$ cat src/rtl/data_memory_arbiter_if.sv
// Requester and DataMemory bus bundle for data_memory_arbiter.
// slave = arbiter view, master = environment (requesters + memory) view.
interface data_memory_arbiter_if #(
  parameter int ADDR_W = 64,
  parameter int DATA_W = 64
);
  logic              p0_req;
  logic              p0_write;
  logic [ADDR_W-1:0] p0_address;
  logic [DATA_W-1:0] p0_writeData;
  logic              p0_ack;
  logic [DATA_W-1:0] p0_readData;

  logic              p1_req;
  logic              p1_write;
  logic [ADDR_W-1:0] p1_address;
  logic [DATA_W-1:0] p1_writeData;
  logic              p1_ack;
  logic [DATA_W-1:0] p1_readData;

  logic              mem_read;
  logic              mem_write;
  logic [ADDR_W-1:0] mem_address;
  logic [DATA_W-1:0] mem_writeData;
  logic [DATA_W-1:0] mem_readData;

  logic              busy;

  modport slave (
    input  p0_req, p0_write, p0_address, p0_writeData,
    output p0_ack, p0_readData,
    input  p1_req, p1_write, p1_address, p1_writeData,
    output p1_ack, p1_readData,
    output mem_read, mem_write, mem_address, mem_writeData,
    input  mem_readData,
    output busy
  );

  modport master (
    output p0_req, p0_write, p0_address, p0_writeData,
    input  p0_ack, p0_readData,
    output p1_req, p1_write, p1_address, p1_writeData,
    input  p1_ack, p1_readData,
    input  mem_read, mem_write, mem_address, mem_writeData,
    output mem_readData,
    input  busy
  );
endinterface

$ cat src/rtl/data_memory_arbiter.sv
// Two-port arbiter in front of single-ported DataMemory: IDLE -> ACCESS -> RESPOND.
// Define DMARB_ROUND_ROBIN_EN for round-robin contests; default is fixed priority to port 0.
module data_memory_arbiter #(
  parameter int ADDR_W = 64,
  parameter int DATA_W = 64
) (
  input  logic                  clock,
  input  logic                  reset,
  data_memory_arbiter_if.slave  bus
);

  typedef enum logic [1:0] {IDLE, ACCESS, RESPOND} state_e;

  state_e            state_q;
  logic              owner_q;
  logic              write_q;
  logic              last_grant_q;
  logic              mem_read_q;
  logic              mem_write_q;
  logic              busy_q;
  logic [1:0]        ack_q;
  logic [ADDR_W-1:0] addr_q;
  logic [DATA_W-1:0] wdata_q;
  logic [DATA_W-1:0] rdata0_q;
  logic [DATA_W-1:0] rdata1_q;

  logic              grant;
  logic              sel_write;
  logic [ADDR_W-1:0] sel_addr;
  logic [DATA_W-1:0] sel_wdata;

  always_comb begin
    grant = 1'b0;
`ifdef DMARB_ROUND_ROBIN_EN
    if (bus.p0_req && bus.p1_req) grant = ~last_grant_q;
    else                          grant = bus.p1_req;
`else
    // last_grant only shows up in the no-request case, where grant is ignored
    grant = bus.p0_req ? 1'b0 : (bus.p1_req | last_grant_q);
`endif
  end

  always_comb begin
    sel_write = grant ? bus.p1_write     : bus.p0_write;
    sel_addr  = grant ? bus.p1_address   : bus.p0_address;
    sel_wdata = grant ? bus.p1_writeData : bus.p0_writeData;
  end

  always_ff @(posedge clock) begin
    if (reset) begin
      state_q      <= IDLE;
      owner_q      <= 1'b0;
      write_q      <= 1'b0;
      last_grant_q <= 1'b1;
      mem_read_q   <= 1'b0;
      mem_write_q  <= 1'b0;
      busy_q       <= 1'b0;
      ack_q        <= '0;
      addr_q       <= '0;
      wdata_q      <= '0;
      rdata0_q     <= '0;
      rdata1_q     <= '0;
    end else begin
      case (state_q)
        IDLE: begin
          if (bus.p0_req || bus.p1_req) begin
            owner_q     <= grant;
            write_q     <= sel_write;
            addr_q      <= sel_addr;
            wdata_q     <= sel_wdata;
            mem_read_q  <= ~sel_write;
            mem_write_q <= sel_write;
            busy_q      <= 1'b1;
            state_q     <= ACCESS;
          end
        end
        ACCESS: begin
          mem_read_q  <= 1'b0;
          mem_write_q <= 1'b0;
          if (!write_q) begin
            if (owner_q) rdata1_q <= bus.mem_readData;
            else         rdata0_q <= bus.mem_readData;
          end
          ack_q   <= {owner_q, ~owner_q};
          state_q <= RESPOND;
        end
        RESPOND: begin
          ack_q        <= '0;
          last_grant_q <= owner_q;
          busy_q       <= 1'b0;
          state_q      <= IDLE;
        end
        default: state_q <= IDLE;
      endcase
    end
  end

  // A reset landing in ACCESS must block the memory write in that same cycle.
  assign bus.mem_write     = mem_write_q & ~reset;
  assign bus.mem_read      = mem_read_q;
  assign bus.mem_address   = addr_q;
  assign bus.mem_writeData = wdata_q;
  assign bus.p0_ack        = ack_q[0];
  assign bus.p1_ack        = ack_q[1];
  assign bus.p0_readData   = rdata0_q;
  assign bus.p1_readData   = rdata1_q;
  assign bus.busy          = busy_q;

endmodule
$ cat src/flat_wrapper.sv
// flat-port wrapper written by rule: the top's interface ports become plain ports
module data_memory_arbiter_flat 
#(
  parameter int ADDR_W = 64,
  parameter int DATA_W = 64
)
  (clock, reset, bus_p0_req, bus_p0_write, bus_p0_address, bus_p0_writeData, bus_p0_ack, bus_p0_readData, bus_p1_req, bus_p1_write, bus_p1_address, bus_p1_writeData, bus_p1_ack, bus_p1_readData, bus_mem_read, bus_mem_write, bus_mem_address, bus_mem_writeData, bus_mem_readData, bus_busy);
  data_memory_arbiter_if #(.ADDR_W(ADDR_W), .DATA_W(DATA_W)) bus_i ();
  input  logic clock;
  input  logic reset;
  input wire logic [$bits(bus_i.p0_req)-1:0] bus_p0_req;
  input wire logic [$bits(bus_i.p0_write)-1:0] bus_p0_write;
  input wire logic [$bits(bus_i.p0_address)-1:0] bus_p0_address;
  input wire logic [$bits(bus_i.p0_writeData)-1:0] bus_p0_writeData;
  output wire logic [$bits(bus_i.p0_ack)-1:0] bus_p0_ack;
  output wire logic [$bits(bus_i.p0_readData)-1:0] bus_p0_readData;
  input wire logic [$bits(bus_i.p1_req)-1:0] bus_p1_req;
  input wire logic [$bits(bus_i.p1_write)-1:0] bus_p1_write;
  input wire logic [$bits(bus_i.p1_address)-1:0] bus_p1_address;
  input wire logic [$bits(bus_i.p1_writeData)-1:0] bus_p1_writeData;
  output wire logic [$bits(bus_i.p1_ack)-1:0] bus_p1_ack;
  output wire logic [$bits(bus_i.p1_readData)-1:0] bus_p1_readData;
  output wire logic [$bits(bus_i.mem_read)-1:0] bus_mem_read;
  output wire logic [$bits(bus_i.mem_write)-1:0] bus_mem_write;
  output wire logic [$bits(bus_i.mem_address)-1:0] bus_mem_address;
  output wire logic [$bits(bus_i.mem_writeData)-1:0] bus_mem_writeData;
  input wire logic [$bits(bus_i.mem_readData)-1:0] bus_mem_readData;
  output wire logic [$bits(bus_i.busy)-1:0] bus_busy;
  assign bus_i.p0_req = bus_p0_req;
  assign bus_i.p0_write = bus_p0_write;
  assign bus_i.p0_address = bus_p0_address;
  assign bus_i.p0_writeData = bus_p0_writeData;
  assign bus_p0_ack = bus_i.p0_ack;
  assign bus_p0_readData = bus_i.p0_readData;
  assign bus_i.p1_req = bus_p1_req;
  assign bus_i.p1_write = bus_p1_write;
  assign bus_i.p1_address = bus_p1_address;
  assign bus_i.p1_writeData = bus_p1_writeData;
  assign bus_p1_ack = bus_i.p1_ack;
  assign bus_p1_readData = bus_i.p1_readData;
  assign bus_mem_read = bus_i.mem_read;
  assign bus_mem_write = bus_i.mem_write;
  assign bus_mem_address = bus_i.mem_address;
  assign bus_mem_writeData = bus_i.mem_writeData;
  assign bus_i.mem_readData = bus_mem_readData;
  assign bus_busy = bus_i.busy;
  data_memory_arbiter #(.ADDR_W(ADDR_W), .DATA_W(DATA_W)) u_core (.clock(clock), .reset(reset), .bus(bus_i));
endmodule
$ cat config.mk
export PLATFORM = sky130hd
export DESIGN_NAME = data_memory_arbiter_flat
export DESIGN_NICKNAME = d
export VERILOG_FILES = /design/src/rtl/data_memory_arbiter_if.sv /design/src/rtl/data_memory_arbiter.sv /design/src/flat_wrapper.sv
export SDC_FILE = /design/constraint.sdc
export NUM_CORES = 1
export LEC_CHECK = 0
export BUFFER_PORTS_ARGS = -buffer_cell sky130_fd_sc_hd__buf_2
export CORE_AREA = 2 2 228 230
export DETAILED_ROUTE_END_ITERATION = 10
export DIE_AREA = 0 0 230 232
export GPL_ROUTABILITY_DRIVEN = 0
export PLACE_DENSITY = 0.41
export SYNTH_ARGS = -nofsm -noshare
export SYNTH_HDL_FRONTEND = slang
export SYNTH_SLANG_ARGS = --single-unit
$ cat constraint.sdc
create_clock -name clock -period 1.75 [get_ports clock]
set_clock_uncertainty 0.05 [all_clocks]
set_input_delay 0.175 -clock clock [delete_from_list [all_inputs] [get_ports clock]]
set_output_delay 0.175 -clock clock [all_outputs]
set_load 0.005 [all_outputs]
# Word-level counts from Yosys, hierarchy flattened
# Cells that the tools add are included.
# word_totals
ff_bits	266
inputBits	326
wordCells	44
# op_classes
n_eq_ne	3
muxes	13
n_bitwise	6
reduce_logical	10
# ops
operator	n
64-bit 2-to-1 mux	2
2-bit case mux with 2 select lines	2
1-bit case mux with 2 select lines	3
2-bit AND reduction	3
3-bit AND reduction	2
2-bit nonzero test	3
1-bit 2-to-1 mux	5
1-bit NOT	4
2-bit by 1-bit equality test with 1-bit output, second input constant	1
2-bit equality test, second input constant	1
2-bit logical NOT	1
2-bit 2-to-1 mux	1
2-bit by 1-bit != test with 1-bit output, second input constant	1
1-bit AND	1
1-bit logical OR	1
1-bit bitwise OR	1

# Depth between registers and ports, before layout
# Gate-level depths: netlist of the first run.
# logic_depth
ltp_word	6
ltp_mapped	8
depth_no_buf	5

# Worst setup path after synthesis of the first run
# Ideal clock, no wire load.
# synth_path
path_kind	register to register
from	reg u_core.state_q[0]
to	reg u_core.mem_read_q, in the netlist u_core.bus.mem_read
setup_time_ns	0.117
t_arrival_ns	1.419
path_slack_ns	0.164
path_stages_with_launch	8
n_path_buf	3
path_cell_list	dfxtp_1 inv_1 ha_1 o21a_1 buf_4 buf_4 buf_4 a32o_1
# synth_between
elab_chain_cells	3
elab_cells_between_ends	6
cone_classes	eq/ne (2); mux (1); reduce/logical (3)
# synth_rtl
element	line_no	source
from (decl)	data_memory_arbiter.sv:14	state_e state_q;
from (signal assigned)	data_memory_arbiter.sv:51	state_q <= IDLE;
from (signal assigned)	data_memory_arbiter.sv:74	state_q <= ACCESS;
from (signal assigned)	data_memory_arbiter.sv:85	state_q <= RESPOND;
2-bit by 1-bit equality test with 1-bit output / 2-bit logical NOT (equally long branches)	data_memory_arbiter.sv:64	case (state_q)
2-bit nonzero test (no line) / 2-bit by 1-bit != test with 1-bit output (equally long branches)	-	
2-bit AND reduction (no line)	-	
to (signal assigned)	data_memory_arbiter.sv:71	mem_read_q <= ~sel_write;
to (decl)	data_memory_arbiter.sv:18	logic mem_read_q;
# Several ways; a longest one is shown, not always the timed one.
# A chain may end at the register's enable or synchronous reset.

# Worst setup path after layout of the first run
# layout_path
from	reg u_core.state_q[1]
to	reg u_core.wdata_q[6], in the netlist u_core.bus.mem_writeData[6]
# layout_between
elab_chain_cells	2
# layout_rtl
element	line_no	source
2-bit logical NOT	data_memory_arbiter.sv:64	
2-bit AND reduction (no line)	-	
to (signal assigned)	data_memory_arbiter.sv:70	wdata_q <= sel_wdata;
to (decl)	data_memory_arbiter.sv:23	logic [DATA_W-1:0] wdata_q;
# Every way passes these cells.

==> run metrics, run 1 <==
Power Dens Cells a little under 1000 nW/um^2; Worst EP required 2140 ps; Max Transition Viols Final 0; I/O Buffers between 500 and 600; drt total wl about 47000 microns; synthesized area 10500 sq um; Fin Setup TNS 0 ps; layout cells sized above 1 roughly 34%; Root Driver clkbuf_16; max cap viols 0; DR vias/cell 4.24; FMAX about 590 MHz; YS warnings 0; Die Y roughly 230 microns; Max VDD drop between 0.5 and 0.6 mV; CP arrival about 2100 ps; CTS tree yes; total power about 18 mW; final instance area roughly 19000 sq um; period utilisation layout 97.2%; clk_lat worst skew 540 ps; largest net degree at the start of global routing ~90; crit path from u_core.state_q[1]$_SDFFE_PP0P_; Overflow after GRT 0; post-route antenna net violation count 0; Worst Hold Endpoint u_core.bus.mem_writeData[52]$_SDFFE_PP0P_; synth unique cells 26; number of global-route vias before repair 11800; initial antenna violation count 11; DRC marker count from the first detailed-route iteration 376; Vias ~12000; setup ws final 49.8 ps; r2r worst-path depth 7; post-route DRC violation count 0; DP Cell Count 2372; reg-to-reg slack, setup approximately 50 ps; R2R Path Start u_core.state_q[1]$_SDFFE_PP0P_; Hold Path Cell Cnt 3; area grow syn2layout 77.4%; Cell Count, Final, Fillers Out approximately 2800; dominant cell type by area after synthesis dfxtp_1; Avg WL per Cell 17.1 microns; share of the synthesized area in the top cell type approximately 50%; register area share after synthesis between 50% and 60%; Synth Area per Inst approximately 9 sq um; R2R Path End u_core.bus.mem_writeData[6]$_SDFFE_PP0P_; Worst setup EP type flip-flop; fin nets between 2000 and 2500; dpl cell area about 14000 sq um; status completed; critical path start-end classification reg2reg; post-detail-place hpwl between 30000 and 40000 microns; Synth Net Count 1507; Yosys reg bits 266; Max-Slew Margin vs Limit approximately 73%; Die ar. about 53000 sq um; htree depth 2; min-delay src bus_p0_writeData[52]; minimum clock period ~1700 ps; Leak between 8 and 9 nW; dpl ws -22.3 ps; Hold WC Path Type in2reg; num rows 83; clk sink count approximately 270; largest buffer count on any clock path 3; final count of negative-setup-slack endpoints 0; Reg clk slew, reported paths 60 ps; unrepaired setup endpoints after global routing yes; first-pass GRT wire length slightly below 70000 microns; cells after synthesis roughly 1200; Ports 587; crit-path max FO 39; core area roughly 51000 sq um; TritonCTS Buffers 35; die width approximately 230 microns; CP Launch Type flip-flop; Slew @ Worst Pin between 400 and 500 ps; first-pass detailed-route iteration total 4; fillers roughly 5200; ranking of synthesized cells by area dfxtp_1 (51%), mux2i_1 (13%), a211oi_1 (9.3%); Final Hold Fails 0; total track usage between 10% and 20%; Initial Util ~21%
## layout make-up
cell class,instances,area (sq um),share of cell area (%)
timing repair buffer,933,6660,35.7
sequential,266,5330,28.5
clock inverter,10,95.1,0.509
multi-input combinational,807,4690,25.1
antenna,8,20.0,0.107
tap,680,851,4.56
clock buffer,49,1010,5.41
inverter,2,7.51,0.0402
## sequential cells by signal, indices dropped and copies added (netlist names)
signal / cells
u_core.bus.mem_address: 64
u_core.bus.mem_writeData: 64
u_core.bus.p0_readData: 64
u_core.bus.p1_readData: 64
u_core.ack_q: 2
u_core.state_q: 2
u_core.bus.busy: 1
u_core.bus.mem_read: 1
u_core.last_grant_q: 1
u_core.mem_write_q: 1
u_core.owner_q: 1
u_core.write_q: 1
## per-stage QoR
step	hold WS, ps	util, %
after floorplan	225	-
after global placement	377	28.0
after detailed placement	383	28.0
after CTS	0.387	36.2
after global routing	18.4	36.7
final	19.7	36.7
## routing by layer
layer	share of wire [%]	vias up	routed length (microns)	GRT usage, %
met5	0.038	-	18	0
met4	3.0	4	1400	6.27
met3	8.5	94	4030	5.78
met2	47	455	22300	27.9
met1	41	5347	19500	19.3
li1	-	5789	-	-
## kinds of logic after synthesis
group	share of synthesized area, %
mux	12.6
compound gates	16.2
buf+inv	5.42
simple gates	14.7
flops	50.6
fa+ha+maj	0.594
## where the power goes
| group | switching [mW] | internal (mW) | total (mW) |
|---|---|---|---|
| Sequential | 0.328 | 6.70 | 7.03 |
| Combinational | 2.12 | 2.10 | 4.21 |
| Clock | 2.83 | 4.17 | 7.00 |
## cells in the final DEF (no fill, tap or decap), drive strengths merged
cell type    synthesis  final
clkinv               0      6
mux2i              132    132
o21bai               3      3
a211o                1      1
diode                0      8
dfxtp              266    266
inv                  2      3
o2bb2ai              1      1
clkinvlp             0      2
a32o                 1      1
nand3b               2      2
nor2b                3      3
nand2b               1      1
nand2              258    258
bufinv               0      1
clkbuf              39     53
ha                   5      5
or3b                 1      1
and3b                1      1
o21a                 1      1
nor2               134    134
nor3b                2      2
a211oi             130    130
buf                 62    622
dlygate4sd3          0    307
a21oi              131    131
## critical path, cell delays in order (launching register included)
cell       delay (ps)
dfxtp_1           370
inv_2              90
ha_4              180
o21a_4            150
buf_12            140
buf_4             140
clkbuf_16         220
a211oi_1          250
## repair_timing
item                                   CTS  global route
gates resized for setup                  5            14
setup endpoints to repair               65           154
setup buffers                            0             5
cloned                                   1             3
hold buffers                           307             0
endpoints found under the hold margin  252             0
## worst max-delay path by stage
stage | end | slack, ps
CTS | u_core.bus.mem_address[2]$_SDFFE_PP0P_ | 30
global route | u_core.bus.mem_writeData[6]$_SDFFE_PP0P_ | -8
floorplan | u_core.bus.mem_read$_SDFFE_PP0P_ | 160
detailed placement | u_core.bus.p0_readData[8]$_SDFFE_PP0P_ | -20
global placement | u_core.bus.p0_readData[3]$_SDFFE_PP0P_ | 20
finish | u_core.bus.mem_writeData[6]$_SDFFE_PP0P_ | 50
## cell usage after synthesis (all sizes together)
master	instances
o2bb2ai	1
and3b	1
nor2	134
a21oi	131
inv	2
o21bai	3
nand2	258
a211oi	130
or3b	1
ha	5
o21a	1
clkbuf	39
nor2b	3
dfxtp	266
a32o	1
mux2i	132
nor3b	2
nand3b	2
a211o	1
buf	62
nand2b	1
Power figures use the tool's default switching activity.
==> run 2: changes to the inputs <==
- CELL_PAD_IN_SITES_DETAIL_PLACEMENT: default -> 1
- CELL_PAD_IN_SITES_GLOBAL_PLACEMENT: default -> 1
- CORE_AREA: 2 2 228 230 -> 2 2 230 232
- DIE_AREA: 0 0 230 232 -> 0 0 232 234
- PLACE_DENSITY: 0.41 -> 0.53
==> run metrics, run 2 (same netlist as run 1, synthesis figures left out) <==
Final Hold Fails 1 (+1); post-route antenna net violation count 0 (unchanged); CP Launch Type flip-flop; Max-Slew Margin vs Limit 79.3% (+6.4 points); minimum clock period 1670 ps (-29.3 ps); DP Cell Count 2391 (+0.80%); CP arrival 2030 ps (-60 ps); Overflow after GRT 0 (unchanged); core area 52000 sq um (+2.2%); hold slack -9.03 ps (-28.8 ps); setup ws final 79.1 ps (+29.3 ps); DRC marker count from the first detailed-route iteration 372 (-1.1%); die width 232 microns (+0.87%); failing checks hold timing; area grow syn2layout 77.8%; commonest cells after routing, fill and taps aside buf_2 (585), dlygate4sd3_1 (303), dfxtp_1 (264), nand2_1 (258), nor2_1 (134); WL met3 4060 microns (+0.84%); TritonCTS Buffers 34 (-2.9%); largest net degree at the start of global routing 73 (-18%); fillers 6130 (+18%); htree depth 2 (unchanged); max cap viols 0 (unchanged); Slew @ Worst Pin 301 ps (-104 ps); crit-path max FO 38 (-2.6%); Leak 8.63 nW (+0.23%); CTS tree yes; met2 wire length 25900 microns (+16%); layout cells sized above 1 33.9% (+0.24 points); Reg clk slew, reported paths 60 ps (about the same); period utilisation layout 95.5% (-1.7 points); dpl cell area 14400 sq um (+1.1%); fin util 36.0% (-0.72 points); final count of negative-setup-slack endpoints 0 (unchanged); Worst setup EP type flip-flop; clk_lat worst skew 540 ps (about the same); Avg WL per Cell 18.7 microns (+9.4%); DR vias/cell 4.30 (+1.3%); Max VDD drop 0.549 mV (+6.0%); Die Y 234 microns (+0.86%); I/O Buffers 586 (unchanged); FMAX 598 MHz (+1.8%); first-pass GRT wire length 75000 microns (+9.1%); total track usage 18.1% (+1.5 points); Cell Count, Final, Fillers Out 2773 (+0.65%); Metal-1 WL 19800 microns (+1.5%); Ports 587 (unchanged); fin nets 2382 (+0.25%); Hold WC Path Type in2reg; Fin Setup TNS 0 ps (unchanged); drt total wl 52000 microns (+10%); Power Dens Cells 971 nW/um^2 (-0.67%); dpl ws -57.0 ps (-34.6 ps); num rows 84 (+1.2%); Worst EP required 2110 ps (-30 ps); first-pass detailed-route iteration total 4 (unchanged); Initial Util 20.2% (-0.45 points); post-detail-place hpwl 34600 microns (+8.5%); post-route DRC violation count 0 (unchanged); clk sink count 266 (unchanged); Vias 11900 (+2.0%); Die ar. 54300 sq um (+1.7%); most common cell after layout, fill and taps aside buf_2; critical path start-end classification reg2reg; Max Transition Viols Final 0 (unchanged); largest buffer count on any clock path 3 (unchanged); status finished with violations; total power 18.2 mW (-0.44%); initial antenna violation count 14 (+3); final instance area 18700 sq um (+0.23%); DR top layer met5; number of global-route vias before repair 12900 (+10%); Root Driver clkbuf_16
-- run 2: changes by cell type in the layout (fill, tap and decap cells not counted), sizes merged --
cell         previous run  this run
buf                   622       633
bufbuf                  0         2
clkinv                  6         3
clkinvlp                2         1
diode                   8        12
dlygate4sd3           307       303
inv                     3         4
-- run 2: final cells by class --
cell class                 count  area [sq um]  share of cell area (%)
antenna                       12          30.0                   0.160
clock buffer                  51           965                    5.16
clock inverter                 7          81.3                   0.435
inverter                       2          7.51                  0.0401
multi-input combinational    807          4700                    25.1
sequential                   266          5330                    28.5
tap                          688           861                    4.60
timing repair buffer         940          6740                    36.0
-- run 2: critical path, cell delays in order (launching register included) --
cell,delay [ps]
dfxtp_2,370
inv_2,70
ha_4,180
o21a_4,160
buf_4,150
bufbuf_16,320
a32o_1,240
-- run 2: where the power goes --
| part | internal [mW] | leakage, nW | switching [mW] |
|---|---|---|---|
| registers | 6.70 | 2.19 | 0.340 |
| logic | 2.16 | 5.94 | 2.21 |
| clock network | 3.96 | 0.507 | 2.79 |
-- run 2: path summary, 6_finish.rpt --
kind,cells past startpoint,from,slack [ps],end
max,6,u_core.state_q[0]$_SDFFE_PP0P_,80,u_core.bus.mem_read$_SDFFE_PP0P_
min,3,bus_p1_writeData[55],-9,u_core.bus.mem_writeData[55]$_SDFFE_PP0P_
max reg2reg,6,u_core.state_q[0]$_SDFFE_PP0P_,80,u_core.bus.mem_read$_SDFFE_PP0P_
min reg2reg,2,u_core.bus.p0_readData[53]$_SDFFE_PP0P_,400,u_core.bus.p0_readData[53]$_SDFFE_PP0P_
-- run 2: layer usage --
| layer | vias to the layer above | global-route usage (%) |
|---|---|---|
| li1 | 5798 | - |
| met5 | - | 0 |
| met2 | 425 | 32.4 |
| met3 | 106 | 6.21 |
| met4 | 2 | 8.23 |
| met1 | 5590 | 19.1 |
-- run 2: repair_timing --
action,in CTS,in global routing
setup endpoints to repair,46,163
cloned,3,1
hold buffers,302,1
setup buffers,3,2
hold endpoints to repair,255,1
gates resized for setup,7,14
==> run 3: changes to the inputs <==
- CORE_AREA: 2 2 230 232 -> 4 4 224 226
- DIE_AREA: 0 0 232 234 -> 0 0 228 230
- PLACE_DENSITY: 0.53 -> 0.59
- clock period: 1.75 -> 1.5 ns (I/O delays scaled with it)
==> run metrics, run 3 (same netlist as run 1, synthesis figures left out) <==
crit-path max FO 13 (-66%); Avg WL per Cell 22.5 microns (+20%); minimum clock period 1650 ps (-20.1 ps); dpl cell area 14600 sq um (+1.8%); CTS tree yes; CP arrival 2020 ps (about the same); final count of negative-setup-slack endpoints 171 (+171); Power Dens Cells 1150 nW/um^2 (+19%); clk_lat worst skew 540 ps (about the same); Hold WC Path Type in2reg; reg-to-reg slack, setup -150 ps (-230 ps); total power 24.2 mW (+33%); R2R Path End u_core.bus.mem_writeData[42]$_SDFFE_PP0P_; unrepaired setup endpoints after global routing yes; post-route DRC violation count 0 (unchanged); post-route antenna net violation count 0 (unchanged); htree depth 2 (unchanged); total track usage 20.3% (+2.3 points); grt met3 use 6.32% (+0.10 points); Vias 13100 (+9.6%); CP Launch Type flip-flop; Worst setup EP type flip-flop; Ports 587 (unchanged); most numerous cell on the critical path buf_12; largest buffer count on any clock path 3 (unchanged); die width 228 microns (-1.7%); Die Y 230 microns (-1.7%); Max-Slew Margin vs Limit 72.1% (-7.3 points); Reg clk slew, reported paths 60 ps (about the same); most common cell after layout, fill and taps aside buf_2; Slew @ Worst Pin 419 ps (+118 ps); most used routing layer in global routing met2; critical path start-end classification reg2reg; Initial Util 21.8% (+1.5 points); number of global-route vias before repair 14200 (+9.6%); post-detail-place hpwl 35200 microns (+1.7%); M1 GR Usage 22.0% (+2.9 points); CP endpoint u_core.bus.mem_writeData[42]$_SDFFE_PP0P_; core area 48300 sq um (-7.1%); dpl ws -142 ps (-84.7 ps); Worst path max stage delay 330 ps (-40 ps); DR vias/cell 4.66 (+8.3%); r2r worst-path depth 7 (+1); I/O Buffers 586 (unchanged); final instance area 21000 sq um (+12%); TritonCTS Buffers 34 (unchanged); clk sink count 266 (unchanged); commonest cells after routing, fill and taps aside buf_2 (583), dlygate4sd3_1 (321), dfxtp_1 (262), nand2_1 (241), a21oi_1 (123); drt total wl 63100 microns (+21%); Max VDD drop 0.559 mV (+1.7%); Die ar. 52400 sq um (-3.4%); Final Hold Fails 0 (-1); crit path max-delay cell type dfxtp_2; Worst EP required 1870 ps (-240 ps); num rows 81 (-3.6%); area grow syn2layout 99.5%; Leak 9.42 nW (+9.2%); max cap viols 0 (unchanged); first-pass GRT wire length 84300 microns (+12%); period utilisation layout 110% (+15 points); Root Driver clkbuf_16; DRC marker count from the first detailed-route iteration 568 (+53%); crit path from u_core.state_q[1]$_SDFFE_PP0P_; FMAX 606 MHz (+1.2%); failing checks setup timing; R2R Path Start u_core.state_q[1]$_SDFFE_PP0P_; Max Transition Viols Final 0 (unchanged); Overflow after GRT 0 (unchanged); initial antenna violation count 22 (+8); largest net degree at the start of global routing 55 (-25%); setup ws final -151 ps (-230 ps); status finished with violations; met2 usage 36.6% (+4.2 points); fin nets 2470 (+3.7%); first-pass detailed-route iteration total 5 (+1); layout cells sized above 1 44.3% (+10 points); sequence of cells on the critical path inv_4 > ha_4 > o21a_4 > buf_12 > buf_12 > nor2_1 > a211oi_1
==> run 3: cell count changes in the layout (fill, tap and decap cells not counted), moves of 12 or more <==
cell           before  now
a211oi_1          123   39
a211oi_2            7   89
buf_4              23   48
clkbuf_16          35   54
dlygate4sd3_1     303  321
mux2i_1           131  100
mux2i_2             1   27
nand2_1           258  241
nor2_1            134   98
nor2_2              0   24
nor2_4              0   12
==> run 3: repair_timing <==
action	in CTS	in global routing
setup buffers	7	16
hold buffers	321	0
setup endpoints to repair	210	212
resized for setup	73	198
endpoints found under the hold margin	258	0
cloned	7	22
pin swaps	22	64
==> run 3: per-stage QoR <==
stage | utilization (%) | hold slack (ps) | setup TNS [ps] | std cells
floorplan | - | 200 | 0 | 1176
global placement | 30.3 | 353 | -5050 | 2357
detailed placement | 30.3 | 363 | -11610 | 2357
CTS | 40.6 | 2.62 | -6750 | 2753
global route | 43.4 | 31.7 | -22030 | 2805
finish | 43.4 | 34.0 | -9350 | 2807
==> run 3: worst max-delay path, delay by kind of cell (launching register included) <==
| family | cells | cell delay [ps] |
|---|---|---|
| compound gates | 2 | 520 |
| buf+inv | 3 | 400 |
| simple gates | 1 | 60 |
| fa+ha+maj | 1 | 150 |
| flops | 1 | 330 |
==> run 3: worst min-delay path by stage <==
stage / slack (ps) / cells after the start / startpoint / end
5_1_grt: 30 / 3 / bus_p0_address[16] / u_core.bus.mem_address[16]$_SDFFE_PP0P_
6_report: 30 / 2 / reset / u_core.bus.p0_readData[38]$_SDFFE_PP0P_
3_5_place_dp: 360 / 3 / bus_mem_readData[14] / u_core.bus.p0_readData[14]$_SDFFE_PP0P_
2_1_floorplan: 200 / 1 / bus_p0_req / u_core.owner_q$_SDFFE_PP0P_
3_3_place_gp: 350 / 3 / bus_mem_readData[30] / u_core.bus.p0_readData[30]$_SDFFE_PP0P_
4_1_cts: 3 / 3 / bus_p1_address[22] / u_core.bus.mem_address[22]$_SDFFE_PP0P_
==> run 3: power by group <==
part	leakage, nW	internal, mW	total, mW	switching, mW
Combinational	6.66	3.54	6.98	3.44
Sequential	2.19	7.82	8.35	0.528
Clock	0.582	5.37	8.83	3.46
Total	9.42	16.7	24.2	7.43
==> run 3: area by class of cell <==
cell class,count,area (sq um)
Antenna cell,21,52.6
Clock buffer,49,998
Clock inverter,12,193
Fill cell,5489,27300
Inverter,2,12.5
Multi-Input combinational cell,807,5600
Sequential cell,266,5330
Tap cell,622,778
Timing Repair Buffer,1028,8040
==> run 3: layer usage <==
layer	part of all wire, %	wire, microns	up-vias
met5	0.032	20	-
met4	4.2	2640	4
met3	6.9	4350	171
met2	52	32700	564
met1	37	23400	6340
li1	-	-	5992
